<file path="config.mk">
export PLATFORM = sky130hd
export DESIGN_NAME = memoria_nxm
export DESIGN_NICKNAME = d
export VERILOG_FILES = /design/src/rtl/memoria_nxm.sv
export SDC_FILE = /design/constraint.sdc
export NUM_CORES = 1
export LEC_CHECK = 0
export ABC_AREA = 1
export CORE_MARGIN = 2
export CORE_UTILIZATION = 28
export CTS_CLUSTER_SIZE = 16
export DETAILED_ROUTE_END_ITERATION = 10
export GPL_TIMING_DRIVEN = 0
export HOLD_SLACK_MARGIN = 0.03
export PLACE_DENSITY_LB_ADDON = 0.08
export SLEW_MARGIN = 20
export SYNTH_ARGS = -nofsm -noshare
export SYNTH_HDL_FRONTEND = slang
export SYNTH_SLANG_ARGS = --single-unit
</file>
<file path="constraint.sdc">
create_clock -name clk -period 1.2 [get_ports clk]
set_input_delay 0.18 -clock clk [delete_from_list [all_inputs] [get_ports clk]]
set_output_delay 0.18 -clock clk [all_outputs]
set_load 0.02 [all_outputs]
</file>
<file path="src/rtl/memoria_nxm.sv">
// rtl/memoria_nxm.sv - DEPTH x WIDTH flip-flop memory with registered read, valid and range-error pulses.
// Optional word-wide toggle write is enabled by defining MEMORIA_TOGGLE_EN.
module memoria_nxm #(
  parameter int WIDTH = 4,
  parameter int DEPTH = 4,
  parameter int AW    = 2
) (
  input  logic             clk,
  input  logic             clear,
  input  logic [AW-1:0]    add,
  input  logic             en,
  input  logic             rw,
  input  logic             tog,
  input  logic [WIDTH-1:0] i,
  output logic [WIDTH-1:0] s,
  output logic             valid,
  output logic             err
);

  logic [WIDTH-1:0] r_mem [DEPTH];
  logic [WIDTH-1:0] r_s;
  logic             r_valid;
  logic             r_err;

  logic             w_in_range;
  logic [WIDTH-1:0] w_wdata;

  assign w_in_range = (32'(add) < 32'(DEPTH));

`ifdef MEMORIA_TOGGLE_EN
  assign w_wdata = tog ? (r_mem[add] ^ i) : i;
`else
  // tog is accepted on the port but never alters the written word in this build
  assign w_wdata = i ^ {WIDTH{tog & 1'b0}};
`endif

  always_ff @(posedge clk) begin
    if (clear) begin
      for (int k = 0; k < DEPTH; k++) begin
        r_mem[k] <= '0;
      end
      r_s     <= '0;
      r_valid <= 1'b0;
      r_err   <= 1'b0;
    end else begin
      r_valid <= 1'b0;
      r_err   <= 1'b0;
      if (en) begin
        if (!w_in_range) begin
          // out-of-range reads return zero without valid; writes are dropped
          r_err <= 1'b1;
          if (!rw) begin
            r_s <= '0;
          end
        end else if (rw) begin
          r_mem[add] <= w_wdata;
        end else begin
          r_s     <= r_mem[add];
          r_valid <= 1'b1;
        end
      end
    end
  end

  assign s     = r_s;
  assign valid = r_valid;
  assign err   = r_err;

endmodule

</file>
==> impl_metrics.env, run 1 <==
export IMPL_crit_required_ps=1020
export IMPL_cts_sinks=21
export IMPL_start_util=0.300
export IMPL_synth_area_top_cells="edfxtp_1 52%, nor2_1 13%, dfxtp_1 11%"
export IMPL_die_area_um2=3800
export IMPL_synthesis_area_um2=931
export IMPL_vias=716
export IMPL_ys_ff_latch=21
export IMPL_cp_end_kind="output port"
export IMPL_vdd_drop_max_v=0.000398
export IMPL_clkLatencyLatePin_ps=310
export IMPL_antenna_found_initial=0
export IMPL_synth_top_area_frac=0.516
export IMPL_final_cell_mix="30 x nor2_1, 16 x edfxtp_1, 12 x nand3_1"
export IMPL_hold_viol=0
export IMPL_syn_avg_cell_area_um2=9.13
export IMPL_startpoint_type="register"
export IMPL_grt_use_total=0.115
export IMPL_post_dp_hpwl_um=1410
export IMPL_syn2layout_area_growth_pct=30.9
export IMPL_p_sw_frac=0.255
export IMPL_gp_congestion=0.759
export IMPL_max_cap_viol_count=0
export IMPL_seq_power_share=0.608
export IMPL_syn_inst=102
export IMPL_timing_fmax_mhz=863
export IMPL_p_sw_mw=0.353
export IMPL_cts_tree="done"
export IMPL_path_buf_inv=1
export IMPL_internal_power_mw=1.03
export IMPL_setup_tns_ps=0
export IMPL_rsz0062_at_grt="no"
export IMPL_htreeDepth=1
export IMPL_layout_drive_gt1_share=0.158
export IMPL_path_delay_family="flip-flops"
export IMPL_slew_viol_final=0
export IMPL_nNetsFinal=132
export IMPL_grt_pass1_vias=635
export IMPL_clk_pin_slew_ps=120
export IMPL_via_per_inst=4.37
export IMPL_cts_root_buf="clkbuf_4"
export IMPL_fill_cells=342
export IMPL_max_stage_delay_ps=340
export IMPL_grt_pass1_wl_um=2990
export IMPL_rows=20
export IMPL_fin_crit_ps=1160
export IMPL_finalClockSkew_ps=2.59
export IMPL_port_buffers=13
export IMPL_hp_class="in -> reg"
export IMPL_yosys_warnings=0
export IMPL_final_common_cell="nor2_1"
export IMPL_critPathKind="reg -> out"
export IMPL_fin_crit_sh=0.966
export IMPL_p_per_area_nw_per_um2=1140
export IMPL_hold_buffers=0
export IMPL_grt_overflow_total=0
export IMPL_placed_area_um2=1120
export IMPL_io_pins=17
export IMPL_die_height_um=61.7
export IMPL_wire_per_inst_um=11.2
export IMPL_clkPwrFrac=0.256
export IMPL_p_leak_nw=0.528
export IMPL_outcome="completed"
export IMPL_setup_violations=0
export IMPL_final_util=0.393
export IMPL_clockBufferDepth=2
export IMPL_ant_nets=0
export IMPL_core_area_um2=3100
export IMPL_worstPathArrival_ps=980
export IMPL_cp_max_fo=2
export IMPL_route_detailed_drc=0
export IMPL_routed_wl_um=1840
export IMPL_p_comb_frac=0.137
export IMPL_numCtsBuffers=3
export IMPL_dp_cells=159
export IMPL_cp_slowest_cell="dfxtp_1"
export IMPL_grt_max_degree=12
export IMPL_first_iter_violations=9
export IMPL_finalNonFillerCells=164
export IMPL_ys_seq_area_frac=0.624
export IMPL_synth_area_leader_cell="edfxtp_1"
export IMPL_synth_fp_nets=113
export IMPL_die_x_um=61.7
export IMPL_stdcell_area_um2=1220
export IMPL_crit_chain="dlygate4sd2_1"
export IMPL_diodes=0
export IMPL_yosysUniqueCellTypes=14
export IMPL_first_pass_iters=4
==> worst min-delay path, cell delays in order <==
cell and delay, ps:
dlymetal6s2s_1 150, inv_1 100, nor3_1 50
==> per-stage QoR <==
stage               hold slack (ps)  total power, mW  setup slack (ps)
finish                          193             1.38              40.9
detailed placement              513             1.03              -606
global placement                508             1.03              -630
floorplan                       257            0.955              56.9
global route                    206             1.44              1.44
CTS                             261             1.38             -45.7
==> cells in the mapped netlist <==
cell and instances:
nor2_1 31, edfxtp_1 16, inv_1 12, nand3_1 12
nand2_1 9, o21ai_0 9, dfxtp_1 5, buf_4 2
buf_2 1, clkinv_1 1, conb_1 1, nor3_1 1
nor3_2 1, o31ai_1 1
==> worst paths after layout <==
check,from,to,slack (ps),cells past startpoint
max,s[1]$_SDFFE_PP0P_,s[1],40,1
min,en,valid$_SDFF_PP0_,190,3
max reg2reg,r_mem[0][2]$_SDFFCE_PN0P_,s[2]$_SDFFE_PP0P_,350,4
min reg2reg,s[0]$_SDFFE_PP0P_,s[0]$_SDFFE_PP0P_,530,2
==> kinds of logic (layout without fill, tap and decap cells) <==
logic type / after synthesis / in the layout / share of synthesized area
DFF: 21 / 21 / 0.624
other: 1 / 1 / 0.00403
buffers and inverters: 16 / 34 / 0.0739
AOI/OAI and AO/OA: 10 / 10 / 0.0565
and+or+nand+nor: 54 / 54 / 0.242
==> state kept, by name (all words and copies together) (netlist names) <==
name / flops
s: 4
r_mem: 16
valid: 1
==> power groups by stage <==
| stage | clock (mW) | combinational (mW) | sequential [mW] |
|---|---|---|---|
| floorplan | 0 | 0.0863 | 0.868 |
| global placement | 0 | 0.173 | 0.860 |
| detailed placement | 0 | 0.173 | 0.860 |
| CTS | 0.357 | 0.180 | 0.843 |
| global route | 0.388 | 0.209 | 0.847 |
| finish | 0.354 | 0.189 | 0.842 |
==> layout make-up <==
class | count | area, um2 | area share
Clock buffer | 4 | 26.3 | 0.0216
Tap cell | 44 | 55.1 | 0.0452
Sequential cell | 21 | 581 | 0.476
Buffer | 3 | 26.3 | 0.0216
Inverter | 13 | 55.1 | 0.0452
Multi-Input combinational cell | 65 | 338 | 0.277
Timing Repair Buffer | 14 | 138 | 0.113
==> routing by layer <==
| layer | routed length [um] | global-route usage |
|---|---|---|
| met4 | 42 | 0.0638 |
| met2 | 844 | 0.177 |
| met1 | 864 | 0.144 |
| met3 | 88 | 0.0315 |
| met5 | 0 | 0 |
==> timing repair <==
action                                 CTS  global route
setup endpoints to repair               24            20
pin swaps                                1             4
resized for setup                       17            11
setup buffers                            0             1
endpoints found under the hold margin    0             0
Note: power is estimated with default switching activity, not from simulation.
==> inputs of run 2 (changes only) <==
--- a/config.mk
+++ b/config.mk
@@ -7,7 +7,7 @@
 export LEC_CHECK = 0
 export ABC_AREA = 1
 export CORE_MARGIN = 2
-export CORE_UTILIZATION = 28
+export CORE_UTILIZATION = 40
 export CTS_CLUSTER_SIZE = 16
 export DETAILED_ROUTE_END_ITERATION = 10
 export GPL_TIMING_DRIVEN = 0
==> run 2 against run 1 <==
The flow now finishes with violations (negative setup slack); flip-flop and latch count unchanged; wire length down 2.4%; total power down 1.2%; largest cell class unchanged; clock-buffer cell count unchanged; highest routed layer unchanged; combinational power down 4%; global-route usage up 3.9 points; via count up 1.5%.
==> impl_metrics.env, run 2 (synthesized netlist as in run 1, its figures left out) <==
export IMPL_htreeDepth=1
export IMPL_grt_pass1_vias=624
export IMPL_antenna_found_initial=0
export IMPL_cp_max_fo=8
export IMPL_setup_violations=4
export IMPL_max_cap_viol_count=0
export IMPL_grt_pass1_wl_um=2880
export IMPL_grt_use_total=0.154
export IMPL_fin_crit_ps=1200
export IMPL_finalClockSkew_ps=1.40
export IMPL_hold_buffers=0
export IMPL_first_pass_iters=4
export IMPL_pre_cts_ws_ps=-625
export IMPL_numCtsBuffers=3
export IMPL_ant_nets=0
export IMPL_r2r_setup_slack_ps=310
export IMPL_hp_class="in -> reg"
export IMPL_outcome="complete, but fails checks"
export IMPL_finalNonFillerCells=147
export IMPL_clkLatencyLatePin_ps=300
export IMPL_cp_end_kind="register"
export IMPL_grt_overflow_total=0
export IMPL_vdd_drop_max_v=0.000687
export IMPL_nNetsFinal=131
export IMPL_power_mw=1.37
export IMPL_p_leak_nw=0.508
export IMPL_diodes=0
export IMPL_cts_sinks=21
export IMPL_via_per_inst=4.95
export IMPL_critPathKind="in -> reg"
export IMPL_die_area_um2=2730
export IMPL_cp_slowest_cell="clkdlybuf4s50_1"
export IMPL_syn2layout_area_growth_pct=26.1
export IMPL_dp_cells=143
export IMPL_final_common_cell="nor2_1"
export IMPL_port_buffers=13
export IMPL_multiInputGateArea_um2=330
export IMPL_max_stage_delay_ps=590
export IMPL_timing_fmax_mhz=833
export IMPL_crit_chain="clkdlybuf4s50_1 > inv_1 > o21ai_2"
export IMPL_worstPathArrival_ps=1210
export IMPL_route_detailed_drc=0
export IMPL_post_dp_hpwl_um=1280
export IMPL_p_per_area_nw_per_um2=1170
export IMPL_final_util=0.531
export IMPL_startpoint_type="input pin"
export IMPL_layout_drive_gt1_share=0.134
export IMPL_fin_crit_sh=1.00
export IMPL_crit_required_ps=1210
export IMPL_violations="negative setup slack"
export IMPL_cts_root_buf="clkbuf_4"
export IMPL_cts_tree="done"
export IMPL_largest_reg_flops=16
export IMPL_rows=17
export IMPL_io_pins=17
export IMPL_gp_congestion=0.782
export IMPL_hold_viol=0
export IMPL_vias=727
export IMPL_top_register="r_mem"
export IMPL_regArea_um2=581
export IMPL_routed_wl_um=1800
export IMPL_start_util=0.421
export IMPL_grt_max_degree=12
export IMPL_rsz0062_at_grt="yes"
export IMPL_wire_per_inst_um=12.2
export IMPL_final_cell_mix="30 x nor2_1, 16 x edfxtp_1, 12 x inv_1, 12 x nand3_1, 8 x o21ai_0"
export IMPL_die_x_um=52.2
export IMPL_setup_slack_ps=-0.698
export IMPL_fill_cells=213
export IMPL_first_iter_violations=22
export IMPL_core_area_um2=2210
export IMPL_clockBufferDepth=2
export IMPL_die_height_um=52.2
export IMPL_slew_viol_final=0
export IMPL_clk_pin_slew_ps=110
## run 2: stage by stage
stage | setup TNS (ps) | instance area, um2 | hold slack [ps]
after floorplan | 0 | 936 | 257
after global placement | -12130 | 1100 | 506
after detailed placement | -12980 | 1100 | 513
after CTS | -559 | 1150 | 223
after global routing | -4.27 | 1170 | 225
final | -1.93 | 1170 | 200
## run 2: layer usage
metal | part of all wire | wire, um | GRT usage | vias to the layer above
met3 | 0.066 | 119 | 0.0371 | 4
met5 | 0 | 0 | 0 | -
met4 | 0.028 | 50 | 0.103 | 0
met2 | 0.46 | 827 | 0.226 | 29
li1 | - | - | - | 365
met1 | 0.44 | 797 | 0.201 | 329
## run 2: cell type report
class / instances / area share
tap: 28 / 0.0299
timing repair buffer: 13 / 0.107
buffer: 3 / 0.0224
sequential: 21 / 0.495
multi-input combinational: 65 / 0.281
inverter: 13 / 0.0426
clock buffer: 4 / 0.0224
## run 2: what timing repair did
item	in CTS	in global routing
setup endpoints to repair	23	14
gates resized for setup	15	8
setup buffers	0	0
pin swaps	2	3
## run 2: final timing paths
path | from | end | cells past startpoint
worst min-delay path | en | valid$_SDFF_PP0_ | 3
worst max register to register | r_mem[0][3]$_SDFFCE_PN0P_ | s[3]$_SDFFE_PP0P_ | 4
worst max-delay path | clear | r_mem[2][1]$_SDFFCE_PN0P_ | 3
worst min register to register | s[2]$_SDFFE_PP0P_ | s[2]$_SDFFE_PP0P_ | 2
## run 2: power by group
group | switching, mW | total, mW | internal [mW]
combinational | 0.111 | 0.181 | 0.0700
sequential | 0.0145 | 0.843 | 0.828
clock | 0.214 | 0.344 | 0.130
total | 0.340 | 1.37 | 1.03
## run 2: critical path: cells and delay by family
family	cells	cell delay, ps
AO/OA/AOI/OAI	1	180
buffers and inverters	2	840
==> inputs of run 3 (changes only) <==
--- a/config.mk
+++ b/config.mk
@@ -7,7 +7,7 @@
 export LEC_CHECK = 0
 export ABC_AREA = 1
 export CORE_MARGIN = 2
-export CORE_UTILIZATION = 40
+export CORE_UTILIZATION = 45
 export CTS_CLUSTER_SIZE = 16
 export DETAILED_ROUTE_END_ITERATION = 10
 export GPL_TIMING_DRIVEN = 0
==> run 3 against run 2 <==
The flow now finishes without violations; combinational power hardly changed; core utilization rose by 7.1 points; register-to-register slack hardly changed; flip-flop and latch count unchanged; final cell count fell by 0.68%; first-iteration DRC count decreased by 14%; maximum frequency up 3.0%; clock power is 1% lower; worst setup slack better by 34 ps; non-clock buffer count stayed put; global-route usage shrank 0.55 points; sequential power about the same; critical path type unchanged; highest routed layer unchanged.
==> impl_metrics.env, run 3 (synthesized netlist as in run 1, its figures left out) <==
export IMPL_multiInputGateArea_um2=335
export IMPL_hold_buffers=0
export IMPL_die_height_um=49.5
export IMPL_htreeDepth=1
export IMPL_pre_cts_ws_ps=-579
export IMPL_rsz0062_at_grt="yes"
export IMPL_layout_drive_gt1_share=0.143
export IMPL_grt_overflow_total=0
export IMPL_post_dp_hpwl_um=1230
export IMPL_hp_class="in -> reg"
export IMPL_vdd_drop_max_v=0.000803
export IMPL_clk_pin_slew_ps=120
export IMPL_fin_crit_sh=0.972
export IMPL_clkLatencyLatePin_ps=300
export IMPL_final_common_cell="nor2_1"
export IMPL_via_per_inst=4.72
export IMPL_io_pins=17
export IMPL_fill_cells=185
export IMPL_antenna_found_initial=0
export IMPL_slew_viol_final=0
export IMPL_first_pass_iters=4
export IMPL_wire_per_inst_um=11.2
export IMPL_cp_end_kind="register"
export IMPL_die_area_um2=2450
export IMPL_rows=16
export IMPL_first_iter_violations=19
export IMPL_ant_nets=0
export IMPL_cts_tree="done"
export IMPL_core_area_um2=1960
export IMPL_grt_pass1_vias=652
export IMPL_fin_crit_ps=1170
export IMPL_final_util=0.601
export IMPL_grt_pass1_wl_um=2750
export IMPL_syn2layout_area_growth_pct=26.7
export IMPL_max_cap_viol_count=0
export IMPL_hold_viol=0
export IMPL_grt_max_degree=13
export IMPL_final_cell_mix="30 x nor2_1, 16 x edfxtp_1, 12 x nand3_1"
export IMPL_crit_required_ps=1210
export IMPL_routed_wl_um=1640
export IMPL_worstPathArrival_ps=1180
export IMPL_largest_reg_flops=16
export IMPL_numCtsBuffers=3
export IMPL_p_leak_nw=0.514
export IMPL_top_register="r_mem"
export IMPL_critPathKind="in -> reg"
export IMPL_diodes=0
export IMPL_nNetsFinal=131
export IMPL_placed_area_um2=1100
export IMPL_startpoint_type="input pin"
export IMPL_die_x_um=49.5
export IMPL_vias=689
export IMPL_route_detailed_drc=0
export IMPL_setup_violations=0
export IMPL_setup_slack_ps=33.8
export IMPL_outcome="completed"
export IMPL_cts_root_buf="clkbuf_4"
export IMPL_finalClockSkew_ps=2.96
export IMPL_fin_hold_ws_ps=205
export IMPL_power_mw=1.36
export IMPL_cts_sinks=21
export IMPL_cts_setup_buffers=0
export IMPL_grt_use_total=0.148
export IMPL_port_buffers=13
export IMPL_stdcell_area_um2=1180
export IMPL_start_util=0.474
export IMPL_gp_congestion=0.773
export IMPL_regArea_um2=581
export IMPL_clockBufferDepth=2
export IMPL_p_per_area_nw_per_um2=1160
export IMPL_timing_fmax_mhz=857
export IMPL_cp_max_fo=10
[run 3: repair_timing]
item | CTS | global route
cloned | 0 | 0
hold endpoints to repair | 0 | 0
endpoints found under the setup margin | 21 | 22
pin swaps | 2 | 2
resized for setup | 14 | 10
[run 3: worst paths after layout]
kind | depth (start not counted) | slack [ps] | endpoint | startpoint
setup / recovery | 5 | 30 | r_mem[2][2]$_SDFFCE_PN0P_ | add[0]
hold / removal | 2 | 210 | valid$_SDFF_PP0_ | clear
setup reg to reg | 4 | 310 | s[2]$_SDFFE_PP0P_ | r_mem[0][2]$_SDFFCE_PN0P_
hold reg to reg | 2 | 540 | s[0]$_SDFFE_PP0P_ | s[0]$_SDFFE_PP0P_
[run 3: area by class of cell]
cell class | instances | share of cell area
Sequential cell | 21 | 0.492
Multi-Input combinational cell | 65 | 0.284
Timing Repair Buffer | 13 | 0.110
Inverter | 13 | 0.0424
Tap cell | 27 | 0.0286
Clock buffer | 3 | 0.0191
Buffer | 3 | 0.0191
Clock inverter | 1 | 0.00424
[run 3: stage by stage]
step | TNS [ps] | std cells
2_1_floorplan | 0 | 102
3_3_place_gp | -11730 | 142
3_5_place_dp | -11930 | 142
4_1_cts | -401 | 146
5_1_grt | -66.9 | 146
6_report | 0 | 146
[run 3: worst max-delay path: stages]
cell	delay (ps)
clkdlybuf4s50_1	440
buf_4	180
nor2_1	130
inv_2	80
o21ai_4	170
[run 3: per-layer routing]
metal  global-route usage  part of all wire  vias to the layer above
met5                    0                 0                        -
met4               0.0787             0.015                        0
met1                0.181              0.45                      301
met3               0.0333             0.066                        4
met2                0.245              0.47                       21
li1                     -                 -                      363
[run 3: power breakdown]
group          switching, mW  total, mW  internal [mW]
Clock                  0.214      0.339          0.124
Combinational          0.111      0.182         0.0711
Sequential            0.0148      0.843          0.828
